--- src/rtl/baud_tick_gen.sv ---
// Clock-enable baud generator: os_tick at OVERSAMPLE x baud and baud_tick at baud.
// It has four presets, a custom divisor and an RX resync. Define BAUD_FRAC_EN to add the fractional accumulator.
module baud_tick_gen #(
  parameter int CLK_HZ     = 100_000_000,
  parameter int OVERSAMPLE = 8,
  parameter int DIV_W      = 16,
  parameter int FRAC_W     = 4,
  localparam int PH_W      = $clog2(OVERSAMPLE)
) (
  input  logic              clk,
  input  logic              reset_n,
  input  logic              enable,
  input  logic [1:0]        sel_baud,
  input  logic              use_custom,
  input  logic [DIV_W-1:0]  cfg_div,
  input  logic [FRAC_W-1:0] cfg_frac,
  input  logic              cfg_load,
  input  logic              resync,
  output logic              os_tick,
  output logic              baud_tick,
  output logic [PH_W-1:0]   os_phase,
  output logic              cfg_err
);

  function automatic longint baud_rate(input int sel);
    case (sel)
      0:       return 64'd9600;
      1:       return 64'd19200;
      2:       return 64'd57600;
      default: return 64'd115200;
    endcase
  endfunction

  function automatic logic [DIV_W-1:0] preset_div(input int sel);
    return DIV_W'(longint'(CLK_HZ) / (baud_rate(sel) * longint'(OVERSAMPLE)));
  endfunction

  localparam logic [DIV_W-1:0] PRE_DIV [4] = '{preset_div(0), preset_div(1),
                                               preset_div(2), preset_div(3)};

  logic [DIV_W-1:0] cnt_q, cnt_d;
  logic [DIV_W-1:0] d_act_q, d_act_d;
  logic [DIV_W-1:0] sh_div_q, sh_div_d;
  logic             pend_q, pend_d;
  logic [PH_W-1:0]  phase_q, phase_d;
  logic             os_tick_q, os_tick_d;
  logic             baud_q, baud_d;
  logic             err_q, err_d;
  logic             stretch;
  logic [DIV_W-1:0] src_div;
  logic [DIV_W-1:0] last;
  logic             load_ok;

`ifdef BAUD_FRAC_EN
  function automatic logic [FRAC_W-1:0] preset_frac(input int sel);
    longint den;
    longint rem;
    den = baud_rate(sel) * longint'(OVERSAMPLE);
    rem = longint'(CLK_HZ) % den;
    return FRAC_W'((rem * (longint'(1) << FRAC_W) + den / 2) / den);
  endfunction

  localparam logic [FRAC_W-1:0] PRE_FRAC [4] = '{preset_frac(0), preset_frac(1),
                                                 preset_frac(2), preset_frac(3)};

  logic [FRAC_W-1:0] acc_q, acc_d;
  logic              stretch_q, stretch_d;
  logic [FRAC_W-1:0] f_act_q, f_act_d;
  logic [FRAC_W-1:0] sh_frac_q, sh_frac_d;
  logic [FRAC_W-1:0] src_frac;
  logic [FRAC_W:0]   acc_sum;

  assign stretch  = stretch_q;
  assign src_frac = use_custom ? cfg_frac : PRE_FRAC[sel_baud];
  assign acc_sum  = {1'b0, acc_q} + {1'b0, f_act_q};
`else
  logic unused_frac;
  assign unused_frac = ^cfg_frac;
  assign stretch     = 1'b0;
`endif

  assign src_div = use_custom ? cfg_div : PRE_DIV[sel_baud];
  assign load_ok = cfg_load && (src_div >= DIV_W'(2));
  assign last    = d_act_q - DIV_W'(1) + DIV_W'(stretch);

  always_comb begin
    cnt_d     = cnt_q;
    d_act_d   = d_act_q;
    sh_div_d  = sh_div_q;
    pend_d    = pend_q;
    phase_d   = phase_q;
    os_tick_d = 1'b0;
    baud_d    = 1'b0;
    err_d     = err_q;
`ifdef BAUD_FRAC_EN
    acc_d     = acc_q;
    stretch_d = stretch_q;
    f_act_d   = f_act_q;
    sh_frac_d = sh_frac_q;
`endif
    if (resync) begin
      cnt_d   = '0;
      phase_d = PH_W'(OVERSAMPLE / 2);
`ifdef BAUD_FRAC_EN
      acc_d     = '0;
      stretch_d = 1'b0;
`endif
    end else if (enable) begin
      // >= so a shorter divisor applied mid-period still wraps promptly.
      if (cnt_q >= last) begin
        cnt_d     = '0;
        os_tick_d = 1'b1;
        phase_d   = phase_q + PH_W'(1);
        baud_d    = (phase_q == PH_W'(OVERSAMPLE - 1));
`ifdef BAUD_FRAC_EN
        acc_d     = acc_sum[FRAC_W-1:0];
        stretch_d = acc_sum[FRAC_W];
`endif
        if (pend_q) begin
          d_act_d = sh_div_q;
          pend_d  = 1'b0;
`ifdef BAUD_FRAC_EN
          f_act_d = sh_frac_q;
`endif
        end
      end else begin
        cnt_d = cnt_q + DIV_W'(1);
      end
    end else if (pend_q) begin
      d_act_d = sh_div_q;
      pend_d  = 1'b0;
`ifdef BAUD_FRAC_EN
      f_act_d = sh_frac_q;
`endif
    end
    // A load in the same cycle as an apply re-arms pending with the newer value.
    if (cfg_load) begin
      if (load_ok) begin
        sh_div_d = src_div;
        pend_d   = 1'b1;
        err_d    = 1'b0;
`ifdef BAUD_FRAC_EN
        sh_frac_d = src_frac;
`endif
      end else begin
        err_d = 1'b1;
      end
    end
  end

  always_ff @(posedge clk or negedge reset_n) begin
    if (!reset_n) begin
      cnt_q     <= '0;
      d_act_q   <= PRE_DIV[0];
      sh_div_q  <= PRE_DIV[0];
      pend_q    <= 1'b0;
      phase_q   <= '0;
      os_tick_q <= 1'b0;
      baud_q    <= 1'b0;
      err_q     <= 1'b0;
`ifdef BAUD_FRAC_EN
      acc_q     <= '0;
      stretch_q <= 1'b0;
      f_act_q   <= PRE_FRAC[0];
      sh_frac_q <= PRE_FRAC[0];
`endif
    end else begin
      cnt_q     <= cnt_d;
      d_act_q   <= d_act_d;
      sh_div_q  <= sh_div_d;
      pend_q    <= pend_d;
      phase_q   <= phase_d;
      os_tick_q <= os_tick_d;
      baud_q    <= baud_d;
      err_q     <= err_d;
`ifdef BAUD_FRAC_EN
      acc_q     <= acc_d;
      stretch_q <= stretch_d;
      f_act_q   <= f_act_d;
      sh_frac_q <= sh_frac_d;
`endif
    end
  end

  assign os_tick   = os_tick_q;
  assign baud_tick = baud_q;
  assign os_phase  = phase_q;
  assign cfg_err   = err_q;

endmodule

--- config.mk ---
export PLATFORM = sky130hd
export DESIGN_NAME = baud_tick_gen
export DESIGN_NICKNAME = d
export VERILOG_FILES = /design/src/rtl/baud_tick_gen.sv
export SDC_FILE = /design/constraint.sdc
export NUM_CORES = 1
export LEC_CHECK = 0
export CORE_UTILIZATION = 23
export CTS_BUF_LIST = sky130_fd_sc_hd__clkbuf_4
export DETAILED_ROUTE_END_ITERATION = 6
export PLACE_DENSITY = 0.46
export SYNTH_ARGS = -nofsm -noshare
export SYNTH_HDL_FRONTEND = slang
export SYNTH_SLANG_ARGS = --single-unit
--- constraint.sdc ---
create_clock -name clk -period 4.38 [get_ports clk]
set_input_delay 0.657 -clock clk [delete_from_list [all_inputs] [get_ports clk]]
set_output_delay 0.657 -clock clk [all_outputs]
set_load 0.02 [all_outputs]
Yosys cells after proc, flatten, opt, wreduce, memory -nomap -nowiden --
Cells that the tools add are included.
Word-level totals: flip-flop bits (word level) 55, input bits 28, output and inout port bits 6, logic and storage cells 49
Operators by class: $add $sub $neg 3, magnitude comparators 3, equal/unequal tests 2, muxes and demuxes 25, bitwise operators 2, reductions and logical operators 6
Operators with widths (number):
- 2-to-1 mux 16 bit | 9
- binary-select mux 16 bit (select 2 bit) | 1
- adder 16 x 1 -> 16 bit (second input constant) | 1
- greater-or-equal comparator 16 bit | 1
- greater-or-equal comparator 16 x 2 -> 1 bit (second input constant) | 1
- subtractor 16 x 1 -> 16 bit (second input constant) | 1
- 2-to-1 mux 1 bit | 12
- 2-to-1 mux 3 bit | 3
- AND reduction 2 bit | 3
- nonzero test 2 bit | 2
- adder 3 x 1 -> 3 bit (second input constant) | 1
- == test 3 bit (second input constant) | 1
- greater-or-equal comparator 3 bit (second input constant) | 1
- NOT 2 -> 3 bit | 1
- != test 2 x 1 -> 1 bit (second input constant) | 1
- logical AND 1 bit | 1
- NOT 1 bit | 1

Logic depth before layout (Yosys ltp) --
Gate-level depths: netlist of run 1.
depth in word-level cells 9, gate-level depth with buffers 14, gate-level depth less buffers 12

Worst setup path after synthesis of run 1 --
No wires, ideal clock.
kind register -> register, start reg d_act_q[7], end reg d_act_q[0], setup time 125 ps, arrival time 3474 ps, required time 4255 ps, slack 781 ps, cell stages (with the launch flop) 14, buffers on the path 1, period minus slack after synthesis 3599 ps, cell sequence dfrtp_1 -> or3_1 -> nor3_1 -> nand3_1 -> nor4_1 -> xnor2_1 -> ha_1 -> nand4_2 -> or4_4 -> a31o_1 -> and3_4 -> a21oi_4 -> buf_12 -> mux2_4
On the way: cells in the longest elaborated chain, start to end 4
RTL lines:
- start, declared | RTL line 42 | logic [DIV_W-1:0] d_act_q, d_act_d;
- start signal, assigned | RTL line 154 | d_act_q <= PRE_DIV[0];
- start signal, assigned | RTL line 169 | d_act_q <= d_act_d;
- subtractor 16 x 1 -> 16 bit | RTL line 84 | assign last = d_act_q - DIV_W'(1) + DIV_W'(stretch);
- greater-or-equal comparator 16 bit | RTL line 110 | if (cnt_q >= last) begin
- != test 2 x 1 -> 1 bit (no source line)
- AND reduction 2 bit (no source line)
Every way passes these cells. A chain may end at the register's enable or synchronous reset.

Worst setup path in the final report of run 1 --
start reg d_act_q[7], end reg d_act_q[6]
The elaborated chain is that of the path after synthesis.

==> flow_metrics.tcl, run 1 <==
set metrics [dict create \
    outcome "complete, no violations" \
    cap_violations 0 \
    relSlewSlack 0.435 \
    tns_ns 0 \
    cts_sinks 55 \
    cts_made_buffers 5 \
    cpPeakStageDelay_ns 0.57 \
    timing.fmax_mhz 251 \
    grt_max_degree 33 \
    cts_root_buffer "clkbuf_4" \
    synthToLayoutAreaGrowth_pct 17.4 \
    holdWs_ns 0.233 \
    seq_area_frac_synth 0.426 \
    antenna_found_initial 0 \
    highest_layer "met4" \
    clk_pin_slew_ns 0.16 \
    cts.hold.buffers_added 0 \
    wl_met3_um 198 \
    met2RoutedLength_mm 3.18 \
    worst_pin_slew_ns 0.848 \
    drive_gt1_frac 0.129 \
    r2r_start "d_act_q[7]" \
    fp.dieW_um 121 \
    synth_fa_ha_area_frac 0.0959 \
    fin_crit_ns 3.98 \
    cts_resized 0 \
    htreeDepth 2 \
    end_kind "flop" \
    cts_tree "done" \
    synth_ff_type "dfrtp_1" \
    clk_path_buf_depth 2 \
    hold_path_class "in -> async" \
    clk_latency_ns 0.39 \
    reg2reg_to "d_act_q[6]" \
    hold_viol_final 0 \
    crit_fanout 16 \
    synth_compound_area_frac 0.144 \
    fin_worst_skew_ns 0.00856 \
    synth_area_um2 3260 \
    routed_wl_mm 6.68 \
    rrSetupSlack_ns 0.40 \
    crit_required_ns 4.67 \
    synth_edf_count 0 \
    synthMuxAreaShare 0.0855 \
    overflow 0 \
    avgSynthCellArea_um2 9.80 \
    finalSetupViolations 0 \
    nets 415 \
    wire_per_inst_um 12.3 \
    synthCells 333 \
    grt_usage 0.0976 \
    met1Wirelength_mm 3.24 \
    synth_top_family_by_area "simple AND/OR/NAND/NOR gates" \
    die_area_um2 14700 \
    dr.pass1.iters 4 \
    peakVddDrop_mv 0.127 \
    crit_family "simple AND/OR/NAND/NOR gates" \
    hpwl_mm 5.20 \
    drt_iter0_drc 106 \
    slew_viol_final 0 \
    syn_nets 386 \
    cp_cell_sequence "or3_1, nor3_1, nand3_1, nor4_1, xnor2_1, ha_1, nand4_2, or4_4, a31o_1, and3_4, a21oi_4, buf_4, mux2_2" \
    drcViolationCount 0 \
    drtAntennaViolNets 0 \
    rr_worst_depth 13 \
    initial_core_util 0.235 \
    grt_pass1_wl_mm 11.3 \
    period_share 0.908 \
    diodes 0 \
    crit_buf_inv 1 \
    port_buffers 29 \
    grt_pass1_vias 2311 \
    vias 2433 \
    fill_cells 1490 \
    synth_seq_cells 55 \
    fp.dieH_um 121 \
    crit_type "reg -> reg" \
    arrival_ns 4.27 \
    num_rows 43 \
    powerDensity_nw_per_um2 320 \
    ys_types 46 \
    synthSimpleGateAreaFrac 0.181 \
    cts_setup_buffers 0 \
    vias_per_cell 4.48 \
    rsz0062_at_grt "false" \
    synthArstFlopShare 1.00 \
    ios 34 \
    synth_xor_area_frac 0.0376 \
    critPathSlowestCell "or4_4" \
    gp_congestion 0.740 \
    ys_warn_count 0 \
    p_leak_nw 1.67 \
    startpoint_type "flop" \
    coreArea_um2 13900 \
]
power by group:
group,switching (mW),internal (mW)
Combinational,0.152,0.158
Sequential,0.0515,0.571
Clock,0.171,0.121
Total,0.374,0.850
per-stage QoR:
step | total power, mW | worst slack (ns) | cells | utilization | cell area (µm²)
4_1_cts | 1.25 | 0.335 | 543 | 0.276 | 3830
2_1_floorplan | 0.852 | 0.781 | 333 | - | 3260
6_report | 1.22 | 0.402 | 543 | 0.276 | 3830
3_5_place_dp | 0.950 | 0.362 | 535 | 0.270 | 3750
3_3_place_gp | 0.939 | 0.450 | 535 | 0.270 | 3750
5_1_grt | 1.31 | 0.135 | 543 | 0.276 | 3830
placed cells by master (no fill, tap or decap), types with 4 or more instances in the layout:
| master | count |
|---|---|
| dfrtp_1 | 45 |
| nand2_1 | 43 |
| clkdlybuf4s50_1 | 28 |
| o21ai_0 | 27 |
| a21oi_1 | 25 |
| ha_1 | 25 |
| nor2_1 | 20 |
| xnor2_1 | 11 |
| mux2_4 | 10 |
| dfstp_2 | 10 |
| nor3_1 | 9 |
| inv_1 | 9 |
| or3_1 | 8 |
| and3_1 | 7 |
| mux2_2 | 7 |
| nand3_1 | 6 |
| a21o_1 | 6 |
| mux2i_1 | 5 |
| nor2b_1 | 5 |
| clkbuf_4 | 5 |
| buf_4 | 5 |
| nand4_1 | 4 |
| o21a_1 | 4 |
| a31oi_1 | 4 |
worst max-delay path by stage:
stage               depth (start not counted)  slack (ns)  startpoint          to
floorplan                                  13        0.78  d_act_q[7]  d_act_q[0]
global placement                           13        0.45  d_act_q[3]  d_act_q[7]
detailed placement                         13        0.36  d_act_q[7]  d_act_q[7]
CTS                                        13        0.34  d_act_q[7]  d_act_q[6]
global route                               12        0.13  d_act_q[7]    cnt_q[6]
finish                                     13        0.40  d_act_q[7]  d_act_q[6]
Yosys cell counts (2+ instances only):
cell type / count / share of area
mux2_4: 10 / 0.046
inv_1: 9 / 0.010
o21ai_0: 27 / 0.041
and2_1: 2 / 0.0038
nor4_1: 3 / 0.0058
xnor2_1: 11 / 0.030
clkbuf_1: 9 / 0.010
or3_1: 8 / 0.015
nor2b_1: 5 / 0.0096
buf_2: 2 / 0.0031
mux2i_1: 5 / 0.015
o21a_1: 4 / 0.0092
nor3_1: 9 / 0.014
ha_1: 25 / 0.096
nand2_1: 43 / 0.049
and3_1: 7 / 0.013
xor2_1: 3 / 0.0081
nand4_1: 4 / 0.0077
nor2_1: 20 / 0.023
nand3_1: 6 / 0.0092
nor4b_1: 2 / 0.0054
a21oi_1: 25 / 0.038
nor3b_1: 3 / 0.0069
mux2_2: 7 / 0.024
dfrtp_1: 45 / 0.35
a31oi_1: 4 / 0.0077
o211ai_1: 2 / 0.0046
a21o_1: 6 / 0.014
dfstp_2: 10 / 0.081
state kept, by name, indices dropped and copies added, names as in the netlist:
name,flops
cnt_q,16
d_act_q,16
sh_div_q,16
os_phase,3
baud_tick,1
cfg_err,1
os_tick,1
pend_q,1
layout make-up:
| cell class | instances | area [µm²] | area share |
|---|---|---|---|
| Clock buffer | 5 | 37.5 | 0.00980 |
| Clock inverter | 3 | 42.5 | 0.0111 |
| Inverter | 9 | 33.8 | 0.00882 |
| Multi-Input combinational cell | 257 | 1780 | 0.465 |
| Sequential cell | 55 | 1390 | 0.363 |
| Tap cell | 180 | 225 | 0.0588 |
| Timing Repair Buffer | 34 | 323 | 0.0843 |
layer usage:
layer,vias up,track usage
li1,1255,-
met1,1130,0.128
met2,42,0.165
met3,6,0.0197
met4,0,0.0208
met5,-,0
cells by family after synthesis:
kind of cell               Yosys count
and+or+nand+nor                    118
AOI/OAI and AO/OA                   78
DFF                                 55
adders and majority gates           25
muxes                               22
buffers and inverters               21
xor gates and xnor gates            14
worst register-to-register path: stages, from the launching register on:
cell     delay, ns
dfrtp_1       0.44
or3_1         0.42
nor3_1        0.24
nand3_1       0.16
nor4_1        0.26
xnor2_1       0.12
ha_1          0.32
nand4_2       0.16
or4_4         0.57
a31o_1        0.22
and3_4        0.19
a21oi_4       0.13
buf_4         0.28
mux2_2        0.37
Power figures use the tool's default switching activity.
==> run 2, diff against run 1 <==
--- a/config.mk
+++ b/config.mk
@@ -5,10 +5,10 @@
 export SDC_FILE = /design/constraint.sdc
 export NUM_CORES = 1
 export LEC_CHECK = 0
-export CORE_UTILIZATION = 23
+export CORE_UTILIZATION = 59
 export CTS_BUF_LIST = sky130_fd_sc_hd__clkbuf_4
 export DETAILED_ROUTE_END_ITERATION = 6
-export PLACE_DENSITY = 0.46
+export PLACE_DENSITY = 0.9
 export SYNTH_ARGS = -nofsm -noshare
 export SYNTH_HDL_FRONTEND = slang
 export SYNTH_SLANG_ARGS = --single-unit
==> run 2 against run 1 <==
Against the previous run: cell count down 20%; register-to-register slack got worse by 0.05 ns; power down 4.3%; non-clock buffer count increased by 1; critical path depth unchanged; via count grew 2.3%; flip-flop and latch count did not move; clock power fell by 20%; critical path type unchanged.
==> flow_metrics.tcl, run 2 (synthesis results as in run 1) <==
set metrics [dict create \
    clk_pin_slew_ns 0.16 \
    final_util 0.707 \
    grt_usage 0.229 \
    tns_ns 0 \
    fp.dieW_um 76.4 \
    initial_core_util 0.627 \
    grt_pass1_wl_mm 10.8 \
    crit_fanout 16 \
    rsz0062_at_grt "false" \
    fp.dieH_um 76.4 \
    gp_congestion 0.757 \
    dr.pass1.iters 4 \
    drcViolationCount 0 \
    period_share 0.919 \
    wire_per_inst_um 14.1 \
    busiest_layer "met2" \
    hold_viol_final 0 \
    worstSetupEndpoint "d_act_q[9]" \
    layout_setup_ws_ns 0.357 \
    cts_tree "done" \
    r2r_start "d_act_q[7]" \
    grt_max_degree 56 \
    placed_area_um2 3620 \
    mostFrequentLayoutCells "dfrtp_1, nand2_1, clkdlybuf4s50_1, o21ai_0" \
    fin_crit_ns 4.02 \
    powerDensity_nw_per_um2 318 \
    p_leak_nw 1.67 \
    rrSetupSlack_ns 0.36 \
    cap_violations 0 \
    reg.largest.list "cnt_q: 16 flops, d_act_q: 16 flops, sh_div_q: 16 flops" \
    vias_per_cell 5.73 \
    pre_cts_slack_ns 0.364 \
    holdWs_ns 0.361 \
    hold_path_class "in -> async" \
    grtUsageMet1 0.295 \
    hpwl_mm 4.75 \
    grt_pass1_vias 2416 \
    overflow 0 \
    htreeDepth 2 \
    diodes 0 \
    cts_made_buffers 5 \
    routed_wl_mm 6.14 \
    final_common_cell "dfrtp_1" \
    fin_worst_skew_ns 0.00955 \
    final_area_um2 3680 \
    cts_resized 0 \
    crit_required_ns 4.66 \
    peakVddDrop_mv 0.203 \
    vias 2488 \
    num_rows 26 \
    startpoint_type "flop" \
    antenna_found_initial 0 \
    worst_pin_slew_ns 0.944 \
    outcome "complete, no violations" \
    rr_worst_depth 13 \
    finalSetupViolations 0 \
    cts_root_buffer "clkbuf_4" \
    nets 416 \
    timing.fmax_mhz 249 \
    slew_viol_final 0 \
    coreArea_um2 5200 \
    clk_latency_ns 0.38 \
    end_kind "flop" \
    crit_type "reg -> reg" \
    synthToLayoutAreaGrowth_pct 12.8 \
    drive_gt1_frac 0.135 \
    clk_path_buf_depth 2 \
    drtAntennaViolNets 0 \
    arrival_ns 4.31 \
    drt_iter0_drc 129 \
    use_met2 0.394 \
    reg2reg_to "d_act_q[9]" \
    cts_sinks 55 \
    grt_util_met3 0.0323 \
    die_area_um2 5830 \
    port_buffers 29 \
    relSlewSlack 0.371 \
    cts.hold.buffers_added 0 \
    crit_start "d_act_q[7]" \
    ios 34 \
    cts_setup_buffers 0 \
]
[run 2: cell count changes in the layout (fill, tap and decap cells not counted)]
| cell | delta |
|---|---|
| buf_4 | +1 |
| bufinv_16 | -1 |
| clkinv_1 | -1 |
| clkinv_2 | +1 |
| inv_6 | +1 |
[run 2: worst min path at each step]
| stage | from | end | slack, ns |
|---|---|---|---|
| 3_3_place_gp | sh_div_q[9] | sh_div_q[9] | 0.46 |
| 6_report | reset_n | baud_tick | 0.36 |
| 5_1_grt | reset_n | cnt_q[7] | 0.42 |
| 4_1_cts | reset_n | d_act_q[6] | 0.39 |
| 3_5_place_dp | sh_div_q[1] | sh_div_q[1] | 0.47 |
| 2_1_floorplan | reset_n | baud_tick | 0.36 |
[run 2: cell type report]
cell class                      count  area (µm²)
Timing Repair Buffer               35         330
Clock inverter                      3        22.5
Clock buffer                        5        37.5
Tap cell                           70        87.6
Fill cell                         404        1530
Multi-Input combinational cell    257        1780
Sequential cell                    55        1390
Inverter                            9        33.8
[run 2: critical path, stage by stage (launching register included)]
cell and delay, ns:
dfrtp_1 0.45, or3_1 0.43, nor3_1 0.23, nand3_1 0.17, nor4_1 0.29, xnor2_1 0.12
ha_1 0.32, nand4_2 0.16, or4_4 0.57, a31o_1 0.21, and3_4 0.20, a21oi_4 0.13
buf_4 0.28, mux2_2 0.38
[run 2: report_power, final]
part           internal, mW  switching [mW]
clock network        0.0664           0.168
logic                 0.160           0.152
registers             0.571          0.0543
total                 0.797           0.374
[run 2: per-stage QoR]
stage | total power [mW] | std cells
after floorplan | 0.852 | 333
after global placement | 0.923 | 426
after detailed placement | 0.948 | 426
after CTS | 1.18 | 434
after global routing | 1.25 | 434
final | 1.17 | 434
[run 2: routing by layer]
metal	vias up	part of all wire
met5	-	0
met4	0	0.016
met3	9	0.026
met2	43	0.51
met1	1173	0.45
li1	1263	-
==> run 3, diff against run 2 <==
--- a/config.mk
+++ b/config.mk
@@ -6,8 +6,9 @@
 export NUM_CORES = 1
 export LEC_CHECK = 0
 export CORE_UTILIZATION = 59
-export CTS_BUF_LIST = sky130_fd_sc_hd__clkbuf_4
+export CTS_BUF_LIST = sky130_fd_sc_hd__clkbuf_4 sky130_fd_sc_hd__clkbuf_8
 export DETAILED_ROUTE_END_ITERATION = 6
+export GPL_ROUTABILITY_DRIVEN = 0
 export PLACE_DENSITY = 0.9
 export SYNTH_ARGS = -nofsm -noshare
 export SYNTH_HDL_FRONTEND = slang
==> run 3 against run 2 <==
Against the previous run: die area stayed put; worst hold slack gained 0.089 ns; setup slack got worse by 0.0037 ns; flip-flop and latch count is the same; utilization grew 0.60 points; non-clock buffer count stayed put; combinational power is essentially flat; global-route usage grew 0.18 points; count of clock-buffer cells in the layout unchanged.
==> flow_metrics.tcl, run 3 (synthesis results as in run 1) <==
set metrics [dict create \
    netSwitchingFraction 0.312 \
    hpwl_mm 4.75 \
    cts_tree "done" \
    slew_viol_final 0 \
    vias 2486 \
    crit_start "d_act_q[7]" \
    coreArea_um2 5200 \
    powerDensity_nw_per_um2 332 \
    worstSetupEndpoint "d_act_q[9]" \
    rrSetupSlack_ns 0.35 \
    rsz0062_at_grt "false" \
    fin_worst_skew_ns 0.00485 \
    cts.hold.buffers_added 0 \
    clk_latency_ns 0.31 \
    p_seq_frac 0.508 \
    nets 416 \
    clk_path_buf_depth 2 \
    grt_usage 0.231 \
    relSlewSlack 0.374 \
    cap_violations 0 \
    dr.pass1.iters 4 \
    peakVddDrop_mv 0.250 \
    r2r_start "d_act_q[7]" \
    finalSetupViolations 0 \
    grt_pass1_vias 2441 \
    vias_per_cell 5.73 \
    outcome "complete, no violations" \
    hold_path_class "in -> async" \
    worst_pin_slew_ns 0.939 \
    grt_pass1_wl_mm 10.8 \
    fp.dieW_um 76.4 \
    synthToLayoutAreaGrowth_pct 13.8 \
    htreeDepth 2 \
    overflow 0 \
    fp.dieH_um 76.4 \
    period_share 0.919 \
    cts_made_buffers 5 \
    num_rows 26 \
    port_buffers 29 \
    reg.largest.list "cnt_q: 16 flops, d_act_q: 16 flops, sh_div_q: 16 flops" \
    reg2reg_to "d_act_q[9]" \
    fill_cells 396 \
    fin_crit_ns 4.03 \
    hold_viol_final 0 \
    p_leak_nw 1.68 \
    final_area_um2 3710 \
    grt_max_degree 56 \
    cts_root_buffer "clkbuf_8" \
    die_area_um2 5830 \
    tns_ns 0 \
    final_common_cell "dfrtp_1" \
    crit_type "reg -> reg" \
    routed_wl_mm 6.20 \
    cts_sinks 55 \
    antenna_found_initial 0 \
    power.share.clock 0.237 \
    end_kind "flop" \
    clk_pin_slew_ns 0.10 \
    cts_resized 0 \
    diodes 0 \
    cts_setup_buffers 0 \
    crit_fanout 16 \
    timing.fmax_mhz 248 \
    drcViolationCount 0 \
    drive_gt1_frac 0.135 \
    startpoint_type "flop" \
    placed_area_um2 3620 \
    drt_iter0_drc 116 \
    crit_required_ns 4.59 \
    initial_core_util 0.627 \
    wire_per_inst_um 14.3 \
    mostFrequentLayoutCells "dfrtp_1, nand2_1, clkdlybuf4s50_1, o21ai_0" \
    ios 34 \
    arrival_ns 4.23 \
    rr_worst_depth 13 \
    switching_power_uw 384 \
    intPower_uw 847 \
    pwr-share-comb 0.255 \
    drtAntennaViolNets 0 \
]
## run 3: per-layer routing
| metal | part of all wire | global-route usage |
|---|---|---|
| met1 | 0.44 | 0.292 |
| met2 | 0.52 | 0.398 |
| met3 | 0.025 | 0.0395 |
| met4 | 0.015 | 0.0769 |
| met5 | 0 | 0 |
## run 3: metrics by stage
step	worst slack, ns	total power [mW]	cells	util	hold slack, ns
after floorplan	0.781	0.852	333	-	0.361
after global placement	0.569	0.923	426	0.695	0.459
after detailed placement	0.364	0.948	426	0.695	0.472
after CTS	0.335	1.24	434	0.713	0.478
after global routing	0.211	1.30	434	0.713	0.515
final	0.353	1.23	434	0.713	0.451
## run 3: power by group through the flow
stage               logic, mW  clock network (mW)  registers (mW)
floorplan               0.234                   0           0.618
global placement        0.294                   0           0.629
detailed placement      0.314                   0           0.635
CTS                     0.317               0.297           0.625
global route            0.352               0.317           0.633
finish                  0.313               0.292           0.625
## run 3: layout make-up
cell class / count / area [µm²] / share of cell area
clock buffer: 5 / 68.8 / 0.0185
multi-input combinational: 257 / 1780 / 0.479
clock inverter: 3 / 22.5 / 0.00607
tap: 70 / 87.6 / 0.0236
timing repair buffer: 35 / 330 / 0.0890
sequential: 55 / 1390 / 0.374
inverter: 9 / 33.8 / 0.00910
## run 3: worst min path at each step
| stage | from | slack, ns | endpoint | depth (start not counted) |
|---|---|---|---|---|
| CTS | reset_n | 0.48 | d_act_q[6] | 2 |
| floorplan | reset_n | 0.36 | baud_tick | 0 |
| detailed placement | sh_div_q[1] | 0.47 | sh_div_q[1] | 2 |
| finish | reset_n | 0.45 | cnt_q[0] | 2 |
| global placement | sh_div_q[9] | 0.46 | sh_div_q[9] | 2 |
| global route | sh_div_q[10] | 0.51 | sh_div_q[10] | 2 |
## run 3: critical path, stage by stage, from the launching register on
cell     delay, ns
dfrtp_1       0.44
or3_1         0.43
nor3_1        0.23
nand3_1       0.17
nor4_1        0.29
xnor2_1       0.12
ha_1          0.32
nand4_2       0.16
or4_4         0.57
a31o_1        0.21
and3_4        0.20
a21oi_4       0.13
buf_4         0.28
mux2_2        0.38
